==> src/rtl/canvas_pkg.sv <==
// rtl/canvas_pkg.sv - shared canvas colour codes, default geometry and painter state encoding
// CLEAR exists only when BRUSH_PAINTER_CLEAR_EN is defined.
package canvas_pkg;

  localparam logic [2:0] WHITE  = 3'b000;
  localparam logic [2:0] RED    = 3'b001;
  localparam logic [2:0] ORANGE = 3'b010;
  localparam logic [2:0] YELLOW = 3'b011;
  localparam logic [2:0] GREEN  = 3'b100;
  localparam logic [2:0] BLUE   = 3'b101;
  localparam logic [2:0] PURPLE = 3'b110;
  localparam logic [2:0] BLACK  = 3'b111;

  localparam int unsigned DEFAULT_CANVAS_W = 160;
  localparam int unsigned DEFAULT_CANVAS_H = 120;

`ifdef BRUSH_PAINTER_CLEAR_EN
  typedef enum logic [1:0] {
    IDLE  = 2'd0,
    PAINT = 2'd1,
    CLEAR = 2'd2,
    DONE  = 2'd3
  } painter_state_t;
`else
  typedef enum logic [1:0] {
    IDLE  = 2'd0,
    PAINT = 2'd1,
    DONE  = 2'd3
  } painter_state_t;
`endif

endpackage

==> src/rtl/canvas_addr_gen.sv <==
// rtl/canvas_addr_gen.sv - maps a pixel (px, py) to a frame-buffer address and flags on-canvas pixels
module canvas_addr_gen #(
  parameter int unsigned CANVAS_W = 160,
  parameter int unsigned CANVAS_H = 120,
  parameter int unsigned ADDR_W   = 15
) (
  input  logic [8:0]        px,
  input  logic [7:0]        py,
  output logic [ADDR_W-1:0] addr,
  output logic              in_range
);

  assign in_range = ({23'b0, px} < CANVAS_W) && ({24'b0, py} < CANVAS_H);
  assign addr     = ADDR_W'({24'b0, py} * CANVAS_W + {23'b0, px});

endmodule

==> src/rtl/brush_painter.sv <==
// rtl/brush_painter.sv - expands pen strokes into clipped, deduplicated single-pixel frame-buffer writes
// Optional full-canvas wipe compiled in with BRUSH_PAINTER_CLEAR_EN.
module brush_painter
  import canvas_pkg::*;
#(
  parameter int unsigned CANVAS_W = DEFAULT_CANVAS_W,
  parameter int unsigned CANVAS_H = DEFAULT_CANVAS_H,
  parameter int unsigned ADDR_W   = 15
) (
  input  logic              clk,
  input  logic              rst_n,
  input  logic              pen_down,
  input  logic [7:0]        cur_x,
  input  logic [6:0]        cur_y,
  input  logic [2:0]        color,
  input  logic [1:0]        brush_size,
  input  logic              clear_req,
  output logic              wr_en,
  output logic [ADDR_W-1:0] wr_addr,
  output logic [2:0]        wr_data,
  input  logic              wr_ready,
  output logic              busy,
  output logic              done
);

  painter_state_t state, nxt_state;
  logic [7:0] x0, nxt_x0, last_x;
  logic [6:0] y0, nxt_y0, last_y;
  logic [2:0] col, nxt_col, last_col;
  logic [1:0] sz, nxt_sz, last_sz;
  logic [1:0] dx, nxt_dx, dy, nxt_dy;
  logic       last_valid, stroke_end, clear_end, advance, same_stroke;

  logic              wr_en_d, busy_d, done_d;
  logic [ADDR_W-1:0] wr_addr_d, pix_addr;
  logic [2:0]        wr_data_d;
  logic              pix_in_range;

`ifdef BRUSH_PAINTER_CLEAR_EN
  localparam logic [ADDR_W-1:0] CLR_LAST = ADDR_W'(CANVAS_W * CANVAS_H - 1);
  logic [ADDR_W-1:0] clr_addr, nxt_clr_addr;
`else
  logic unused_clear_req;
  assign unused_clear_req = clear_req;
`endif

  // Address is generated for the pixel the outputs will present after this edge.
  canvas_addr_gen #(
    .CANVAS_W (CANVAS_W),
    .CANVAS_H (CANVAS_H),
    .ADDR_W   (ADDR_W)
  ) u_addr_gen (
    .px       ({1'b0, nxt_x0} + {7'b0, nxt_dx}),
    .py       ({1'b0, nxt_y0} + {6'b0, nxt_dy}),
    .addr     (pix_addr),
    .in_range (pix_in_range)
  );

  assign same_stroke = last_valid && (cur_x == last_x) && (cur_y == last_y) &&
                       (color == last_col) && (brush_size == last_sz);
  // A skipped pixel has wr_en low and always advances; a real write waits for wr_ready.
  assign advance = !wr_en || wr_ready;

  always_ff @(posedge clk or negedge rst_n) begin
    if (!rst_n) begin
      state      <= IDLE;
      x0         <= '0;
      y0         <= '0;
      col        <= '0;
      sz         <= '0;
      dx         <= '0;
      dy         <= '0;
      last_x     <= '0;
      last_y     <= '0;
      last_col   <= '0;
      last_sz    <= '0;
      last_valid <= 1'b0;
      wr_en      <= 1'b0;
      wr_addr    <= '0;
      wr_data    <= '0;
      busy       <= 1'b0;
      done       <= 1'b0;
`ifdef BRUSH_PAINTER_CLEAR_EN
      clr_addr   <= '0;
`endif
    end else begin
      state   <= nxt_state;
      x0      <= nxt_x0;
      y0      <= nxt_y0;
      col     <= nxt_col;
      sz      <= nxt_sz;
      dx      <= nxt_dx;
      dy      <= nxt_dy;
      wr_en   <= wr_en_d;
      wr_addr <= wr_addr_d;
      wr_data <= wr_data_d;
      busy    <= busy_d;
      done    <= done_d;
`ifdef BRUSH_PAINTER_CLEAR_EN
      clr_addr <= nxt_clr_addr;
`endif
      if (stroke_end) begin
        last_x     <= x0;
        last_y     <= y0;
        last_col   <= col;
        last_sz    <= sz;
        last_valid <= 1'b1;
      end else if (clear_end) begin
        last_valid <= 1'b0;
      end
    end
  end

  always_comb begin
    nxt_state  = state;
    nxt_x0     = x0;
    nxt_y0     = y0;
    nxt_col    = col;
    nxt_sz     = sz;
    nxt_dx     = dx;
    nxt_dy     = dy;
    stroke_end = 1'b0;
    clear_end  = 1'b0;
`ifdef BRUSH_PAINTER_CLEAR_EN
    nxt_clr_addr = clr_addr;
`endif
    case (state)
      IDLE: begin
`ifdef BRUSH_PAINTER_CLEAR_EN
        if (clear_req) begin
          nxt_state    = CLEAR;
          nxt_clr_addr = '0;
        end else
`endif
        if (pen_down && !same_stroke) begin
          nxt_state = PAINT;
          nxt_x0    = cur_x;
          nxt_y0    = cur_y;
          nxt_col   = color;
          nxt_sz    = brush_size;
          nxt_dx    = '0;
          nxt_dy    = '0;
        end
      end
      PAINT: begin
        if (advance) begin
          if (dx == sz) begin
            nxt_dx = '0;
            if (dy == sz) begin
              nxt_state  = DONE;
              stroke_end = 1'b1;
            end else begin
              nxt_dy = dy + 2'd1;
            end
          end else begin
            nxt_dx = dx + 2'd1;
          end
        end
      end
`ifdef BRUSH_PAINTER_CLEAR_EN
      CLEAR: begin
        if (wr_ready) begin
          if (clr_addr == CLR_LAST) begin
            nxt_state = DONE;
            clear_end = 1'b1;
          end else begin
            nxt_clr_addr = clr_addr + ADDR_W'(1);
          end
        end
      end
`endif
      DONE:    nxt_state = IDLE;
      default: nxt_state = IDLE;
    endcase
  end

  always_comb begin
    wr_en_d   = 1'b0;
    wr_addr_d = '0;
    wr_data_d = '0;
    busy_d    = (nxt_state != IDLE);
    done_d    = (nxt_state == DONE);
    case (nxt_state)
      PAINT: begin
        if (pix_in_range) begin
          wr_en_d   = 1'b1;
          wr_addr_d = pix_addr;
          wr_data_d = nxt_col;
        end
      end
`ifdef BRUSH_PAINTER_CLEAR_EN
      CLEAR: begin
        wr_en_d   = 1'b1;
        wr_addr_d = nxt_clr_addr;
        wr_data_d = WHITE;
      end
`endif
      default: ;
    endcase
  end

endmodule

==> config.mk <==
export PLATFORM = sky130hd
export DESIGN_NAME = brush_painter
export DESIGN_NICKNAME = d
export VERILOG_FILES = /design/src/rtl/canvas_pkg.sv /design/src/rtl/canvas_addr_gen.sv /design/src/rtl/brush_painter.sv
export SDC_FILE = /design/constraint.sdc
export NUM_CORES = 1
export LEC_CHECK = 0
export CORE_MARGIN = 2
export CORE_UTILIZATION = 57
export DETAILED_ROUTE_END_ITERATION = 16
export GPL_ROUTABILITY_DRIVEN = 0
export PLACE_DENSITY = 0.81
export SYNTH_ARGS = -nofsm -noshare
export SYNTH_HDL_FRONTEND = slang
export SYNTH_SLANG_ARGS = --single-unit
export TNS_END_PERCENT = 1
==> constraint.sdc <==
create_clock -name clk -period 6.46 [get_ports clk]
set_clock_uncertainty 0.15 [all_clocks]
set_input_delay 1.615 -clock clk [delete_from_list [all_inputs] [get_ports clk]]
set_output_delay 1.615 -clock clk [all_outputs]
set_load 0.02 [all_outputs]
# After elaboration in Yosys (flattened, before gate mapping)
# Cells that the tools add are included.
# Widths: inputs -> output; s select.
[classes]
n_addsub = 5
mul = 1
div = 0
order_cmp = 2
n_eq_ne = 9
shift = 0
mux = 30
bitwise = 0
reduce_logical = 12
[op_table]
columns = ["op", "count"]
rows = [
  ["$mux 15", 2],
  ["$mux 2", 11],
  ["$mux 8", 2],
  ["$add 15x9->15", 1],
  ["$mux 7", 2],
  ["$mux 3", 4],
  ["$pmux 2 s2", 3],
  ["$mul 8x3->10 const B", 1],
  ["$add 8x2->9", 1],
  ["$lt 9x8->1 const B", 1],
  ["$add 7x2->8", 1],
  ["$eq 8x8->1", 1],
  ["$lt 8x7->1 const B", 1],
  ["$eq 7x7->1", 1],
  ["$eq 2x2->1", 3],
  ["$logic_and 1x1->1", 6],
  ["$mux 1", 6],
  ["$add 2x1->2 const B", 2],
  ["$eq 2x1->1 const B", 2],
  ["$eq 3x3->1", 1],
  ["$eq 2x2->1 const B", 1],
  ["$logic_not 1->1", 2],
  ["$logic_not 2->1", 1],
  ["$reduce_and 2->1", 1],
  ["2 further kinds", 2],
]
[word_totals]
ff_bits = 68
latch_bits = 0
ram_bits = 0
romBits = 0
input_bits = 25
wordCells = 76
n_memories = 0

# Logic depth before layout (Yosys ltp)
[logic_depth]
depth_word = 14
ltp_mapped = 26

# Hierarchy
# A second synthesis with hierarchy kept.
[hier_totals]
cells_unflattened = 351
hier_area_um2 = 3960.0
[modules_own_cells]
columns = ["mod", "n_inst", "cells_each", "area_per_inst_um2", "seq_area_each_um2"]
rows = [
  ["brush_painter", 1, 271, 3315.7, 1701.6],
  ["canvas_addr_gen", 1, 80, 644.4, 0.0],
]

# Worst setup path before layout
# Ideal clock, no wire load.
[synth_timing]
path_type = "input to register"
startpoint = "in cur_y[4]"
endpoint = "reg wr_addr[14]"
arrival_ns = 5.755
slack_ns = 0.425
path_stages = 24
path_buffers = 3
path_cell_list = "buf_4 xnor2_2 nand4_1 nor4_4 a21oi_2 buf_6 buf_6 mux2_2 ha_1 inv_1 fa_1 inv_1 and3_1 xor2_1 mux2i_1 nand2_1 xnor2_1 ha_1 inv_1 or4_1 o2111ai_1 nand4_1 xnor2_1 nor2_1"
[synth_via]
elab_chain_len = 13
word_cells_on_any_way = 26
cone_classes = "add/sub: 3; mul: 1; order compare: 2; eq/ne: 2; mux: 12; reduce/logical: 6"
[synth_rtl]
columns = ["element", "line_no", "rtl"]
rows = [
  ["start: declaration", "brush_painter.sv:14", "input logic [6:0] cur_y,"],
  ["$eq 7x7->1 (*)", "brush_painter.sv:59", "assign same_stroke = last_valid && (cur_x == last_x) && (cur_y == last_y) &&"],
  ["$logic_and 1x1->1 (*) (2 in series)", "brush_painter.sv:59", ""],
  ["$logic_and 1x1->1 (*)", "brush_painter.sv:60", "(color == last_col) && (brush_size == last_sz);"],
  ["$logic_not 1->1 (*)", "brush_painter.sv:135", "if (pen_down && !same_stroke) begin"],
  ["$logic_and 1x1->1 (*)", "brush_painter.sv:135", ""],
  ["$mux 7 (*)", "brush_painter.sv:135", ""],
  ["$mux 7 (*)", "brush_painter.sv:127", "case (state)"],
  ["via nxt_y0[0]", "brush_painter.sv:28", "logic [6:0] y0, nxt_y0, last_y;"],
  ["$add 7x2->8 (*)", "brush_painter.sv:54", ".py ({1'b0, nxt_y0} + {6'b0, nxt_dy}),"],
  ["$mul 8x3->10 or $lt 8x7->1 (tied branches)", "canvas_addr_gen.sv:14, canvas_addr_gen.sv:13", ""],
  ["$add 15x9->15 or $logic_and 1x1->1 (tied branches)", "canvas_addr_gen.sv:14, canvas_addr_gen.sv:13", ""],
  ["$mux 15 (*)", "brush_painter.sv:185", "if (pix_in_range) begin"],
  ["$mux 15 (*)", "brush_painter.sv:183", "case (nxt_state)"],
  ["via wr_addr_d[14]", "brush_painter.sv:35", "logic [ADDR_W-1:0] wr_addr_d, pix_addr;"],
  ["end signal: assignment", "brush_painter.sv:95", "wr_addr <= wr_addr_d;"],
  ["end: declaration", "brush_painter.sv:19", "output logic [ADDR_W-1:0] wr_addr,"],
]
# The timed path passes the listed nets; every way through them passes the cells marked *.
# A chain may end at the register's enable or synchronous reset.

# Worst setup path in the final report
[layout_timing]
startpoint = "in cur_y[3]"
endpoint = "reg wr_addr[14]"
[layout_via]
elab_chain_len = 13
word_cells_on_any_way = 26
cone_classes = "add/sub: 3; mul: 1; order compare: 2; eq/ne: 2; mux: 12; reduce/logical: 6"
[layout_rtl]
columns = ["element", "line_no", "rtl"]
rows = [
  ["$eq 7x7->1", "brush_painter.sv:59", ""],
  ["$logic_and 1x1->1 (2 in series)", "brush_painter.sv:59", ""],
  ["$logic_and 1x1->1", "brush_painter.sv:60", ""],
  ["$logic_not 1->1", "brush_painter.sv:135", ""],
  ["$logic_and 1x1->1", "brush_painter.sv:135", ""],
  ["$mux 2, or another cell as far along", "brush_painter.sv:135", ""],
  ["$pmux 2 s2, or another cell as far along", "brush_painter.sv:127", ""],
  ["$add 7x2->8 or $add 8x2->9 (tied branches)", "brush_painter.sv:54, brush_painter.sv:53", ""],
  ["$mul 8x3->10, or another cell as far along", "canvas_addr_gen.sv:14", "assign addr = ADDR_W'({24'b0, py} * CANVAS_W + {23'b0, px});"],
  ["$add 15x9->15 or $logic_and 1x1->1 (tied branches)", "canvas_addr_gen.sv:14, canvas_addr_gen.sv:13", ""],
  ["$mux 15", "brush_painter.sv:185", ""],
  ["$mux 15 (*)", "brush_painter.sv:183", ""],
  ["via wr_addr_d[14]", "brush_painter.sv:35", ""],
]
# Marked as above.

==> impl_metrics.env <==
export IMPL_status="complete, no violations"
export IMPL_seq_area_mm2=0.00170
export IMPL_grt_pass1_vias=3302
export IMPL_synth_compound_area_share_pct=8.00
export IMPL_synth_area_mux_share_pct=13.2
export IMPL_crit_start="cur_y[3]"
export IMPL_synthSimpleGateAreaFrac_pct=13.5
export IMPL_min_to="last_valid"
export IMPL_synth_area_mm2=0.00413
export IMPL_fillers=523
export IMPL_synth_top_family_by_area="simple AND/OR/NAND/NOR gates"
export IMPL_fin_crit_sh_pct=95.8
export IMPL_cts_max_level=3
export IMPL_finalWirelength_um=9460
export IMPL_synth_largest_area_cell="dfrtp_1"
export IMPL_clock_sinks=68
export IMPL_drt_initial_drc_count=174
export IMPL_arrival_ns=6.25
export IMPL_hpwl_um=6900
export IMPL_hold_depth=1
export IMPL_r2r_end="wr_addr[14]"
export IMPL_postLayoutCoreUtil_pct=73.1
export IMPL_synth_top_cell_area_share_pct=41.2
export IMPL_grt_first_pass_wirelength_um=15100
export IMPL_finalSetupViolCount=0
export IMPL_synth_distinct_cells=49
export IMPL_die_w_um=89.1
export IMPL_final_cells=578
export IMPL_fin_area_mm2=0.00522
export IMPL_antenna_left=0
export IMPL_synth_seq_cells=68
export IMPL_crit_chain="clkdlybuf4s50_1 > xnor2_1 > buf_4 > nand4_1 > nor4_4 > buf_4 > a21oi_4 > a211o_1 > buf_4 > fa_2 > inv_1 > and3_4 > xor2_2 > mux2i_1 > nand2_1 > xnor2_1 > ha_1 > inv_1 > or4_1 > o2111ai_2 > nand4_1 > xnor2_1 > nor2_1"
export IMPL_fmax_ghz=0.162
export IMPL_antenna_found_initial=0
export IMPL_ys_seq_area_share_pct=41.2
export IMPL_drc=0
export IMPL_crit_path_max_incr_delay_ns=0.52
export IMPL_slew_headroom_pct=37.8
export IMPL_synthXorXnorAreaFrac_pct=11.8
export IMPL_io_pins=46
export IMPL_area_growth_syn_to_layout_pct=26.4
export IMPL_syn_area_per_cell_um2=10.6
export IMPL_end_kind="flip-flop"
export IMPL_cts_tree="yes"
export IMPL_wl_per_cell_um=16.4
export IMPL_hp_class="reg2reg"
export IMPL_nNetsFinal=521
export IMPL_track_usage_pct=25.4
export IMPL_synthFlopType="dfrtp_1"
export IMPL_synth_edf_count=0
export IMPL_placed_area_mm2=0.00492
export IMPL_worstHoldStart="last_valid"
export IMPL_grt_max_degree=69
export IMPL_gr_total_overflow=0
export IMPL_critPathRequiredTime_ns=6.52
export IMPL_initial_utilization_pct=57.8
export IMPL_worstMarginPinSlew_ns=0.932
export IMPL_cts_buffers=9
export IMPL_final_cell_mix="dfrtp_1 (68), buf_4 (44), clkdlybuf4s50_1 (43)"
export IMPL_viasPerCell=5.60
export IMPL_r2r_cells=22
export IMPL_rsz0062_at_grt="no"
export IMPL_synthesis_nets=435
export IMPL_clk_latency_ns=0.35
export IMPL_cpMaxStageDelayCell="or4_1"
export IMPL_multi_input_area_mm2=0.00228
export IMPL_synthArstFlopShare_pct=100
export IMPL_critPathMaxFanout=6
export IMPL_final_common_cell="dfrtp_1"
export IMPL_num_vias=3236
export IMPL_path_class="in2reg"
export IMPL_cap_violations=0
export IMPL_setup_tns_final_ns=0
export IMPL_drive_gt1_share_pct=26.3
export IMPL_diodes=0
export IMPL_max_clock_path_buffers=2
export IMPL_synthTopCellsByArea="dfrtp_1 (41%), mux2_2 (10%), xnor2_1 (8.5%), ha_1 (5.5%), xor2_1 (2.5%)"
export IMPL_yosys_warnings=0
export IMPL_post_synth_inst_count=388
export IMPL_worstReg2RegStart="last_y[3]"
export IMPL_die_area_mm2=0.00794
export IMPL_rrSetupSlack_ns=1.61
export IMPL_cts_root_buffer="clkbuf_8"
export IMPL_fp_row_count=31
export IMPL_portBuffers=44
export IMPL_critPathLaunchType="input port"
export IMPL_postCtsHoldBufs=0
export IMPL_synth_adder_area_share_pct=7.40
export IMPL_drt_pass1_iterations=4
export IMPL_slew_viol_final=0
export IMPL_dieHeight_um=89.1
export IMPL_place_inst=561
export IMPL_fp_coreArea_mm2=0.00714
export IMPL_period_minus_slack_ns=6.19
export IMPL_final_hold_viol_count=0
export IMPL_path_clk_slew_ns=0.07
## sequential cells by signal, indices dropped and copies added, names as in the netlist, 3 cells and up
name,cells
wr_data,3
x0,8
wr_addr,15
last_x,8
y0,7
last_col,3
last_y,7
col,3
## metal layers
metal	GRT usage, %	vias up	routed length [µm]
met5	0	-	0
li1	-	1500	-
met3	6.00	16	579
met2	45.4	100	5050
met1	29.5	1620	3660
met4	9.91	0	165
## stage by stage
stage	worst slack (ns)	hold WS, ns
after global routing	0.0158	0.333
after detailed placement	-0.188	0.302
after floorplan	0.425	0.285
after CTS	0.134	0.323
after global placement	-0.0228	0.302
final	0.269	0.322
## how the worst max path moves through the flow
stage | to | cells after the start
after global placement | wr_addr[12] | 25
after global routing | wr_addr[14] | 24
after CTS | wr_addr[14] | 22
after detailed placement | wr_addr[12] | 25
final | wr_addr[14] | 23
after floorplan | wr_addr[14] | 24
## logic make-up (layout without fill, tap and decap cells)
group | after synthesis | after routing
AO/OA/AOI/OAI | 47 | 47
XOR/XNOR | 54 | 54
adder cells (fa/ha/maj) | 22 | 22
buffers and inverters | 40 | 131
flip-flops | 68 | 68
multiplexers | 49 | 49
AND/OR/NAND/NOR | 108 | 108
## worst max-delay path: cells and delay by family
kind	cells	cell delay, ns
muxes	1	0.10
adders and majority gates	2	0.75
AOI/OAI and AO/OA	3	0.49
xor gates and xnor gates	4	0.57
buffers and inverters	6	1.16
and+or+nand+nor	7	1.56
## area by class of cell
type / count / area share [%]
repair buffers: 88 / 14.7
clock buffers: 10 / 2.45
flip-flops and latches: 68 / 32.6
multi-input cells: 280 / 43.8
inverters: 27 / 1.94
well taps: 99 / 2.37
clock inverters: 6 / 2.16
## Yosys cell counts, types with 6 or more instances
library cell   n
and3_1        10
xor2_1        12
mux2i_1       10
inv_1         26
nor2_1        25
xnor2_1       40
o21ai_0        6
a21oi_1       14
a21o_1         7
nand2b_1       6
nor2_2         9
nand3_1       10
mux2_2        38
nand2_1       23
ha_1          18
dfrtp_1       68
nand4_1        7
## repair_timing
item,CTS,global route
setup buffers,0,1
endpoints found under the setup margin,0,3
resized for setup,0,12
Power is not shown: default switching activity piles up to over one toggle a cycle in this logic, so the estimate is an artifact.
